<file path="src/rtl/elevador_pkg.sv">
// Shared types and default parameters for the elevator call scheduler.
// The HALT state is used only when CALL_SCHED_ESTOP_EN is defined.
package elevador_pkg;
  localparam int FLOORS_DEF        = 8;
  localparam int FLOOR_W_DEF       = 3;
  localparam int DOOR_CYCLES_DEF   = 4;
  localparam int SETTLE_CYCLES_DEF = 2;
  localparam int TMR_W             = 8;

  typedef enum logic [2:0] {
    IDLE   = 3'd0,
    STEP   = 3'd1,
    SETTLE = 3'd2,
    DOOR   = 3'd3,
    HALT   = 3'd4
  } state_t;
endpackage

</file>
<file path="src/rtl/elevator_call_scheduler_call_register.sv">
// Latched floor calls, plus the above/below/here reductions that the SCAN
// decision uses. Set wins over clear, so a held button re-registers at once.
module call_register
  import elevador_pkg::*;
#(
  parameter int FLOORS  = FLOORS_DEF,
  parameter int FLOOR_W = FLOOR_W_DEF
) (
  input  logic               clk,
  input  logic               reset,
  input  logic [FLOORS-1:0]  i_call_n,
  input  logic [FLOOR_W-1:0] i_cur_floor,
  input  logic               i_clr,
  output logic [FLOORS-1:0]  o_pending,
  output logic               o_ahead_up,
  output logic               o_ahead_dn,
  output logic               o_here
);
  logic [FLOORS-1:0] r_pending;
  logic [FLOORS-1:0] w_clr_mask;
  logic              w_ahead_up;
  logic              w_ahead_dn;
  logic              w_here;

  // An out-of-range floor matches no bit, so it is never "here"
  always_comb begin
    w_clr_mask = '0;
    w_ahead_up = 1'b0;
    w_ahead_dn = 1'b0;
    w_here     = 1'b0;
    for (int i = 0; i < FLOORS; i++) begin
      w_clr_mask[i] = i_clr && (i == int'(i_cur_floor));
      if (r_pending[i]) begin
        if (i > int'(i_cur_floor))  w_ahead_up = 1'b1;
        if (i < int'(i_cur_floor))  w_ahead_dn = 1'b1;
        if (i == int'(i_cur_floor)) w_here     = 1'b1;
      end
    end
  end

  always_ff @(posedge clk or negedge reset) begin
    if (!reset) r_pending <= '0;
    else        r_pending <= (r_pending & ~w_clr_mask) | ~i_call_n;
  end

  assign o_pending  = r_pending;
  assign o_ahead_up = w_ahead_up;
  assign o_ahead_dn = w_ahead_dn;
  assign o_here     = w_here;
endmodule

</file>
<file path="src/rtl/elevator_call_scheduler.sv">
// Collective (SCAN) scheduler driving the floor counter's step and hold inputs.
// Define CALL_SCHED_ESTOP_EN to add the estop_n input and the HALT state.
//
// state  | meaning
// IDLE   | evaluate calls: serve here, continue, reverse or wait
// STEP   | one-cycle active-low step pulse toward the target
// SETTLE | let the counter settle, then re-evaluate
// DOOR   | door open, counter held, dwell timer running
// HALT   | emergency stop: counter held, no pulses (estop build only)
module elevator_call_scheduler
  import elevador_pkg::*;
#(
  parameter int FLOORS        = FLOORS_DEF,
  parameter int FLOOR_W       = FLOOR_W_DEF,
  parameter int DOOR_CYCLES   = DOOR_CYCLES_DEF,
  parameter int SETTLE_CYCLES = SETTLE_CYCLES_DEF
) (
  input  logic               clk,
  input  logic               reset,
  input  logic [FLOORS-1:0]  call_n,
  input  logic [FLOOR_W-1:0] cur_floor,
`ifdef CALL_SCHED_ESTOP_EN
  input  logic               estop_n,
`endif
  output logic               up_n,
  output logic               down_n,
  output logic               hold,
  output logic               door_open,
  output logic [FLOORS-1:0]  pending,
  output logic               dir_up
);
  localparam logic [TMR_W-1:0] DOOR_LOAD   = TMR_W'(DOOR_CYCLES - 1);
  localparam logic [TMR_W-1:0] SETTLE_LOAD = TMR_W'(SETTLE_CYCLES - 1);

  state_t             r_state, w_state_nxt, w_dec_state;
  logic [TMR_W-1:0]   r_timer, w_timer_nxt;
  logic               r_dir_up, w_dir_nxt, w_dec_dir;
  logic               w_ahead_up, w_ahead_dn, w_here;
  logic               w_clr, w_call_here, w_estop;
  logic               w_at_top, w_at_bot;

`ifdef CALL_SCHED_ESTOP_EN
  assign w_estop = !estop_n;
`else
  assign w_estop = 1'b0;
`endif

  call_register #(.FLOORS(FLOORS), .FLOOR_W(FLOOR_W)) u_calls (
    .clk        (clk),
    .reset      (reset),
    .i_call_n   (call_n),
    .i_cur_floor(cur_floor),
    .i_clr      (w_clr),
    .o_pending  (pending),
    .o_ahead_up (w_ahead_up),
    .o_ahead_dn (w_ahead_dn),
    .o_here     (w_here)
  );

  always_comb begin
    w_call_here = 1'b0;
    for (int i = 0; i < FLOORS; i++)
      if (i == int'(cur_floor) && !call_n[i]) w_call_here = 1'b1;
  end

  assign w_at_top = (cur_floor == FLOOR_W'(FLOORS - 1));
  assign w_at_bot = (cur_floor == '0);

  // Shared IDLE / end-of-SETTLE decision
  always_comb begin
    w_dec_state = IDLE;
    w_dec_dir   = r_dir_up;
    if (w_here) begin
      w_dec_state = DOOR;
    end else if (r_dir_up ? w_ahead_up : w_ahead_dn) begin
      w_dec_state = STEP;
    end else if (w_ahead_up || w_ahead_dn) begin
      w_dec_state = STEP;
      w_dec_dir   = ~r_dir_up;
    end
  end

  always_comb begin
    w_state_nxt = r_state;
    w_timer_nxt = r_timer;
    w_dir_nxt   = r_dir_up;
    case (r_state)
      IDLE: begin
        w_state_nxt = w_dec_state;
        w_dir_nxt   = w_dec_dir;
      end
      STEP: begin
        w_state_nxt = SETTLE;
        w_timer_nxt = SETTLE_LOAD;
      end
      SETTLE: begin
        if (r_timer == '0) begin
          w_state_nxt = w_dec_state;
          w_dir_nxt   = w_dec_dir;
        end else begin
          w_timer_nxt = r_timer - TMR_W'(1);
        end
      end
      DOOR: begin
        if (w_call_here)          w_timer_nxt = DOOR_LOAD;
        else if (r_timer == '0)   w_state_nxt = IDLE;
        else                      w_timer_nxt = r_timer - TMR_W'(1);
      end
      default: w_state_nxt = IDLE;
    endcase
    if (w_state_nxt == DOOR && r_state != DOOR) w_timer_nxt = DOOR_LOAD;
    if (w_estop) begin
      w_state_nxt = HALT;
      w_dir_nxt   = r_dir_up;
    end
  end

  // Clearing on every DOOR cycle covers both entry and re-presses while open
  assign w_clr = (w_state_nxt == DOOR);

  always_ff @(posedge clk or negedge reset) begin
    if (!reset) begin
      r_state  <= IDLE;
      r_timer  <= '0;
      r_dir_up <= 1'b1;
    end else begin
      r_state  <= w_state_nxt;
      r_timer  <= w_timer_nxt;
      r_dir_up <= w_dir_nxt;
    end
  end

  assign up_n      = !(r_state == STEP &&  r_dir_up && !w_at_top && !w_estop);
  assign down_n    = !(r_state == STEP && !r_dir_up && !w_at_bot && !w_estop);
  assign door_open = (r_state == DOOR);
  assign hold      = (r_state == DOOR) || (r_state == HALT);
  assign dir_up    = r_dir_up;
endmodule

</file>
<file path="config.mk">
export PLATFORM = sky130hd
export DESIGN_NAME = elevator_call_scheduler
export DESIGN_NICKNAME = d
export VERILOG_FILES = /design/src/rtl/elevador_pkg.sv /design/src/rtl/elevator_call_scheduler_call_register.sv /design/src/rtl/elevator_call_scheduler.sv
export SDC_FILE = /design/constraint.sdc
export NUM_CORES = 1
export LEC_CHECK = 0
export ABC_AREA = 1
export CORE_MARGIN = 1.5
export CORE_UTILIZATION = 41
export DETAILED_ROUTE_END_ITERATION = 6
export PLACE_DENSITY_LB_ADDON = 0.1
export REMOVE_ABC_BUFFERS = 1
export SLEW_MARGIN = 25
export SYNTH_ARGS = -nofsm -noshare
export SYNTH_HDL_FRONTEND = slang
export SYNTH_SLANG_ARGS = --single-unit
</file>
<file path="constraint.sdc">
create_clock -name clk -period 3.4 [get_ports clk]
set_input_delay 0.68 -clock clk [delete_from_list [all_inputs] [get_ports clk]]
set_output_delay 0.68 -clock clk [all_outputs]
set_load 0.02 [all_outputs]
</file>
# == Word-level counts from Yosys, hierarchy flattened ==
# Cells that the tools add are included.
# word_totals
register_bits,20
inputBits,13
output_inout_bits,13
wordCells,151
# classes
n_addsub,1
n_lt_le_gt_ge,14
eq_ne,15
muxes,69
bitwise,5
n_reduce_logical,43
# ops
operator,n
2-to-1 mux 1 bit,59
2-to-1 mux 8 bit,3
one-hot mux 8 bit (3 select lines),1
logical AND 1 bit,21
NOT 8 bit,2
logical NOT 1 bit,13
"== test 3 bit, first input constant",4
"greater-than comparator 3 bit, first input constant",4
one-hot mux 3 bit (4 select lines),1
"== test 3 x 2 -> 1 bit, second input constant",3
logical NOT 3 bit,3
"< comparator 3 bit, first input constant",3
2-to-1 mux 3 bit,3
bitwise AND 8 bit,1
logical NOT 8 bit,1
bitwise OR 8 bit,1
"subtractor 8 x 1 -> 8 bit, second input constant",1
"== test 2 x 3 -> 1 bit, first input constant",2
"== test 3 bit, second input constant",2
"greater-than comparator 2 x 3 -> 1 bit, first input constant",2
"< comparator 1 x 3 -> 1 bit, first input constant",2
"< comparator 2 x 3 -> 1 bit, first input constant",2
nonzero test 4 bit,1
"== test 1 x 3 -> 1 bit, first input constant",1
other kinds (10),11

# == Longest topological paths before layout ==
# Gate-level depths: netlist of run 1.
# logic_depth
depth_word,26
mapped_depth,12
mapped_depth_nobuf,11

# == Modules after synthesis ==
# From an unflattened synthesis of run 1, not the netlist that was laid out.
# hier_totals
cells_unflattened,214
area_unflattened_um2,1586.5
# by_module_without_submodules
mod,n_inst,cells_per_inst,area_per_inst_um2,seq_area_each_um2
elevator_call_scheduler,1,132,1004.7,301.5
call_register,1,82,581.8,200.2

# == Worst setup path after synthesis of run 1 ==
# No wires, ideal clock.
# synth_timing
path_type,input port to output port
start,in cur_floor[0]
end,out up_n
arrival_ns,1.231
required_ns,2.720
setup_slack_ns,1.489
path_stages,5
n_path_buf,1
cell_sequence,buf_4 -> inv_2 -> nor2_4 -> inv_2 -> nand3_1
# synth_via
elab_chain_len,4
# synth_rtl
item,line,source
"start, declared",elevator_call_scheduler.sv:21,"input logic [FLOOR_W-1:0] cur_floor,"
== test 3 bit,elevator_call_scheduler.sv:66,assign w_at_top = (cur_floor == FLOOR_W'(FLOORS - 1));
logical NOT 1 bit,elevator_call_scheduler.sv:133,assign up_n = !(r_state == STEP && r_dir_up && !w_at_top && !w_estop);
logical AND 1 bit,elevator_call_scheduler.sv:133,
logical NOT 1 bit,elevator_call_scheduler.sv:133,
"end, declared",elevator_call_scheduler.sv:25,"output logic up_n,"
# Every way passes these cells.

# == Worst setup path in the final report of run 1 ==
# layout_timing
start,in cur_floor[1]
end,out down_n
# layout_via
elab_chain_len,4
# layout_rtl
item,line,source
logical NOT 3 bit,elevator_call_scheduler.sv:67,assign w_at_bot = (cur_floor == '0);
logical NOT 1 bit,elevator_call_scheduler.sv:134,assign down_n = !(r_state == STEP && !r_dir_up && !w_at_bot && !w_estop);
logical AND 1 bit,elevator_call_scheduler.sv:134,
logical NOT 1 bit,elevator_call_scheduler.sv:134,
"end, declared",elevator_call_scheduler.sv:26,"output logic down_n,"
# Every way passes these cells.

==> results of run 1 <==
==> routing by layer <==
metal,vias to the layer above,track usage (%),share of wire (%)
li1,737,-,-
met1,661,27.4,51
met2,25,29.3,45
met3,2,3.60,4.1
met4,0,3.61,0.56
met5,-,0,0
==> worst max path at each step <==
stage,end,startpoint,slack [ps],cells after the start
after detailed placement,down_n,cur_floor[1],500,5
after CTS,down_n,cur_floor[1],480,5
after global placement,down_n,cur_floor[1],500,5
final,down_n,cur_floor[1],490,5
after global routing,down_n,cur_floor[1],360,5
after floorplan,down_n,cur_floor[1],1600,3
==> per-stage QoR <==
stage | instance area, µm² | hold WS, ps | power [W]
6_report | 1800 | 303 | 0.00111
5_1_grt | 1800 | 332 | 0.00121
4_1_cts | 1800 | 501 | 0.00113
3_5_place_dp | 1750 | 480 | 0.000923
3_3_place_gp | 1750 | 483 | 0.000916
2_1_floorplan | 1420 | 384 | 0.000772
==> Yosys cell counts <==
library cell and instances:
nand3b_1 1, inv_1 23, conb_1 1, xnor2_1 2
ha_1 1, nand3_2 1, a21oi_1 2, xor2_1 4
nand2_2 5, buf_6 3, buf_8 1, inv_2 2
nor2_4 4, nand2_4 2, o21ai_1 3, dfstp_2 1
nand2_1 66, o21ai_0 6, nor2_1 17, nor2_2 5
dfrtp_1 19, nor3_1 6, or2_0 1, nand3_1 21
nand4_1 13, buf_4 1, a21oi_2 1, a21boi_0 1
==> logic make-up (layout without fill, tap and decap cells) <==
family / Yosys count / in the layout / synth area share, %
simple gates: 142 / 142 / 46.3
buf+inv: 30 / 57 / 10.2
xor+xnor: 6 / 6 / 3.57
flops: 20 / 20 / 34.0
fa+ha+maj: 1 / 1 / 0.849
compound gates: 13 / 13 / 4.84
other cells: 1 / 1 / 0.254
==> flip-flops by register name, summed over array words and instances (netlist names) <==
register and count:
r_timer 8, r_state 3, dir_up 1, u_calls.o_pending 8
==> worst max-delay path, cell delays in order <==
cell and delay, ps:
clkdlybuf4s50_1 490, nor2_2 250, nand2_1 110, nand3_1 100, clkdlybuf4s50_1 600
==> power breakdown <==
group / internal [W] / switching (W) / leakage (nW)
combinational: 0.000216 / 0.000333 / 0.680
clock: 0.000119 / 0.0000785 / 0.0279
sequential: 0.000298 / 0.0000676 / 0.223
total: 0.000634 / 0.000479 / 0.930
==> layout make-up <==
type	count	area share, %
multi-input cells	163	45.8
clock buffers	3	1.25
well taps	46	3.21
repair buffers	28	14.9
clock inverters	1	1.67
flip-flops and latches	20	27.9
inverters	25	5.23
==> flow_metrics.env, run 1 <==
export IMPL_outcome="finished clean"
export IMPL_num_rows=21
export IMPL_slew_headroom_pct=52.1
export IMPL_grt_overflow=0
export IMPL_slew_violations=0
export IMPL_ant_nets=0
export IMPL_multi_input_area_um2=822
export IMPL_numPortBuffers=25
export IMPL_insertion_delay_ps=310
export IMPL_fillers=353
export IMPL_layout_commonest_cell="nand2_1"
export IMPL_cts_hold_buf=0
export IMPL_critPathRequiredTime_ps=2720
export IMPL_syn_area_per_cell_um2=6.92
export IMPL_die_h_um=63.0
export IMPL_synth_top_area_share_pct=32.3
export IMPL_cts_sinks=20
export IMPL_min_path_type="input port to async pin"
export IMPL_clk_pin_slew_ps=130
export IMPL_worst_slack_ps=493
export IMPL_synthCells=213
export IMPL_p_per_area_nw_per_um2=620
export IMPL_core_region_area_um2=3390
export IMPL_min_period_ps=2910
export IMPL_r2r_end="u_calls.o_pending[5]"
export IMPL_cts_root_buf="clkbuf_4"
export IMPL_n_antenna_cell=0
export IMPL_p_leak_nw=0.930
export IMPL_drive_above_1_share_pct=12.1
export IMPL_regArea_um2=502
export IMPL_final_cell_mix="nand2_1 (66), clkdlybuf4s50_1 (24), inv_1 (23)"
export IMPL_dp_slack_ps=496
export IMPL_cp_end_kind="primary output"
export IMPL_cts_setup_buffers=0
export IMPL_setup_viol=0
export IMPL_ys_seq_area_share_pct=34.0
export IMPL_htreeDepth=1
export IMPL_worst_pin_slew_ps=714
export IMPL_grt_pass1_wl_um=6000
export IMPL_post_synth_top_area_cell="dfrtp_1"
export IMPL_grt_start_max_net_pins=21
export IMPL_synth_cell_types=28
export IMPL_drv_cap=0
export IMPL_fin_nets=255
export IMPL_worst_r2r_cell_count=11
export IMPL_skew_ps=12.5
export IMPL_max_vdd_ir_drop_mv=0.280
export IMPL_rr_startpoint="r_timer[0]"
export IMPL_drt_pass1_iter_count=4
export IMPL_start_kind="input port"
export IMPL_start_util_pct=43.5
export IMPL_setup_tns_ps=0
export IMPL_clock_fmax_ghz=0.344
export IMPL_post_cts_resized=0
export IMPL_die_w_um=63.0
export IMPL_grt_use_total_pct=18.9
export IMPL_antenna_found_initial=0
export IMPL_synth_seq_cells=20
export IMPL_pin_count=26
export IMPL_die_area_um2=3960
export IMPL_remaining_drc_errors=0
export IMPL_worst_setup_path_type="input port to primary output"
export IMPL_rrSetupSlack_ps=1550
export IMPL_cp_max_fo=6
export IMPL_syn_area_um2=1470
export IMPL_dpl_hpwl_um=2610
export IMPL_yosys_warnings=0
export IMPL_rsz0062_at_grt="no"
export IMPL_syn_to_final_growth_pct=21.8
export IMPL_wl_per_cell_um=12.0
export IMPL_drt_iter0_markers=42
export IMPL_grt_pass1_vias=1324
export IMPL_dp_cells=282
export IMPL_final_cells=286
export IMPL_arrival_ps=2230
export IMPL_hold_viol=0
export IMPL_vias=1425
export IMPL_cts_tree="yes"
export IMPL_timing_final_crit_share_pct=85.5
export IMPL_fin_util_pct=53.0
export IMPL_numCtsBuffers=3
export IMPL_synth_area_top_cells="dfrtp_1 (32%), nand2_1 (17%), nand3_1 (7.1%)"
export IMPL_via_per_inst=4.98
export IMPL_drt_total_wl_um=3420
export IMPL_cts_buffer_depth=2
export IMPL_gpl_final_weighted_congestion=0.879
No activity file was read; power rests on OpenSTA's default activity.
==> run 2, diff against run 1 <==
DONT_BUFFER_PORTS = 1   (was default)
==> run 2 against run 1 <==
Against the previous run:
- maximum frequency rose by 30%
- critical path depth decreased by 2
- first-iteration DRC count is 76% higher
- clock skew is 1.4 ps lower
- largest cell class unchanged
==> flow_metrics.env, run 2 (synthesis results as in run 1) <==
export IMPL_outcome="finished clean"
export IMPL_sw_frac_of_total_pct=46.2
export IMPL_p_leak_nw=0.808
export IMPL_core_region_area_um2=3390
export IMPL_hold_ws_ps=44.1
export IMPL_worst_pin_slew_ps=671
export IMPL_cts_root_buf="clkbuf_4"
export IMPL_grt_pass1_vias=1249
export IMPL_grt_start_max_net_pins=21
export IMPL_setup_viol=0
export IMPL_cts_sinks=20
export IMPL_clk_pin_slew_ps=130
export IMPL_p_int_w=0.000537
export IMPL_start_util_pct=43.5
export IMPL_die_w_um=63.0
export IMPL_cp_end_kind="primary output"
export IMPL_grt_overflow=0
export IMPL_num_rows=21
export IMPL_p_per_area_nw_per_um2=661
export IMPL_numPortBuffers=0
export IMPL_antenna_found_initial=0
export IMPL_cp_max_fo=4
export IMPL_cts_tree="yes"
export IMPL_setup_tns_ps=0
export IMPL_skew_ps=11.0
export IMPL_cts_buffer_depth=2
export IMPL_clock_fmax_ghz=0.446
export IMPL_critPathRequiredTime_ps=2720
export IMPL_wl_per_cell_um=12.9
export IMPL_drt_total_wl_um=3330
export IMPL_via_per_inst=5.12
export IMPL_arrival_ps=1560
export IMPL_insertion_delay_ps=310
export IMPL_use_met3_pct=2.70
export IMPL_grt_use_total_pct=17.9
export IMPL_comb_power_share_pct=48.2
export IMPL_rsz0062_at_grt="no"
export IMPL_syn_to_final_growth_pct=2.55
export IMPL_die_h_um=63.0
export IMPL_max_vdd_ir_drop_mv=0.231
export IMPL_globalRouteMet2Util_pct=29.5
export IMPL_die_area_um2=3960
export IMPL_drt_iter0_markers=74
export IMPL_fin_nets=227
export IMPL_fillers=359
export IMPL_hold_viol=0
export IMPL_remaining_drc_errors=0
export IMPL_drv_cap=0
export IMPL_htreeDepth=1
export IMPL_clkPwrFrac_pct=14.3
export IMPL_min_path_type="input port to async pin"
export IMPL_drt_pass1_iter_count=6
export IMPL_slew_violations=0
export IMPL_power_share_sequential_pct=37.5
export IMPL_vias=1322
export IMPL_gr_usage_met1_pct=23.7
export IMPL_min_period_ps=2240
export IMPL_n_antenna_cell=0
export IMPL_start_kind="register"
export IMPL_cts_hold_buf=0
export IMPL_worst_setup_path_type="register to primary output"
export IMPL_drive_above_1_share_pct=11.8
export IMPL_numCtsBuffers=3
export IMPL_pin_count=26
export IMPL_ant_nets=0
export IMPL_layout_commonest_cell="nand2_1"
export IMPL_timing_final_crit_share_pct=66.0
export IMPL_cts_setup_buffers=0
export IMPL_p_sw_w=0.000462
export IMPL_dpl_hpwl_um=2520
export IMPL_slew_headroom_pct=55.0
export IMPL_post_cts_resized=0
export IMPL_final_cell_mix="nand2_1 (66), inv_1 (23), nand3_1 (21)"
export IMPL_grt_pass1_wl_um=5640
export IMPL_gpl_final_weighted_congestion=0.864
export IMPL_busiest_layer="met2"
[run 2: changes by cell type in the layout (fill, tap and decap cells not counted), sizes merged]
| cell | change |
|---|---|
| clkdlybuf4s50 | -24 |
| buf | -4 |
| bufinv | -1 |
| clkbuf | +1 |
[run 2: final cells by class]
cell class,count,area [µm²],share of cell area (%)
clock buffer,4,36.3,2.40
inverter,25,93.8,6.21
multi-input combinational,163,822,54.4
tap,46,57.6,3.81
sequential,20,502,33.2
[run 2: path summary, 6_finish.rpt]
check / startpoint / endpoint / slack, ps / cells past startpoint
max: r_state[2] / hold / 1160 / 3
min: reset / r_timer[5] / 40 / 0
max reg2reg: r_state[2] / u_calls.o_pending[1] / 1550 / 8
min reg2reg: dir_up / dir_up / 540 / 2
max in group asynchronous: reset / dir_up / 3180 / 0
min in group clk: call_n[6] / u_calls.o_pending[6] / 440 / 1
[run 2: per-stage QoR]
stage                     util (%)  setup slack (ps)  instance area [µm²]  instances  total power (W)
after detailed placement      43.5              1500                 1480        254         0.000860
after global placement        43.5              1510                 1480        254         0.000853
after global routing          44.6              1040                 1510        258          0.00109
after CTS                     44.6              1130                 1510        258          0.00101
after floorplan                  -              1600                 1420        208         0.000772
final                         44.6              1160                 1510        258          0.00100
[run 2: critical path, stage by stage (launching register included)]
cell and delay, ps:
dfrtp_1 430, nor2_1 190, inv_1 110, o21ai_0 520
[run 2: metal layers]
| metal | routed length, µm | share of wire (%) | vias up |
|---|---|---|---|
| met5 | 0 | 0 | - |
| met4 | 44 | 1.3 | 0 |
| met3 | 168 | 5.0 | 4 |
| met2 | 1550 | 47 | 37 |
| met1 | 1570 | 47 | 598 |
| li1 | - | - | 683 |
[run 2: power groups by stage]
stage / sequential, W / combinational (W) / clock [W]
after floorplan: 0.000363 / 0.000410 / 0
after global placement: 0.000378 / 0.000475 / 0
after detailed placement: 0.000379 / 0.000481 / 0
after CTS: 0.000374 / 0.000483 / 0.000152
after global routing: 0.000385 / 0.000548 / 0.000161
final: 0.000375 / 0.000481 / 0.000143
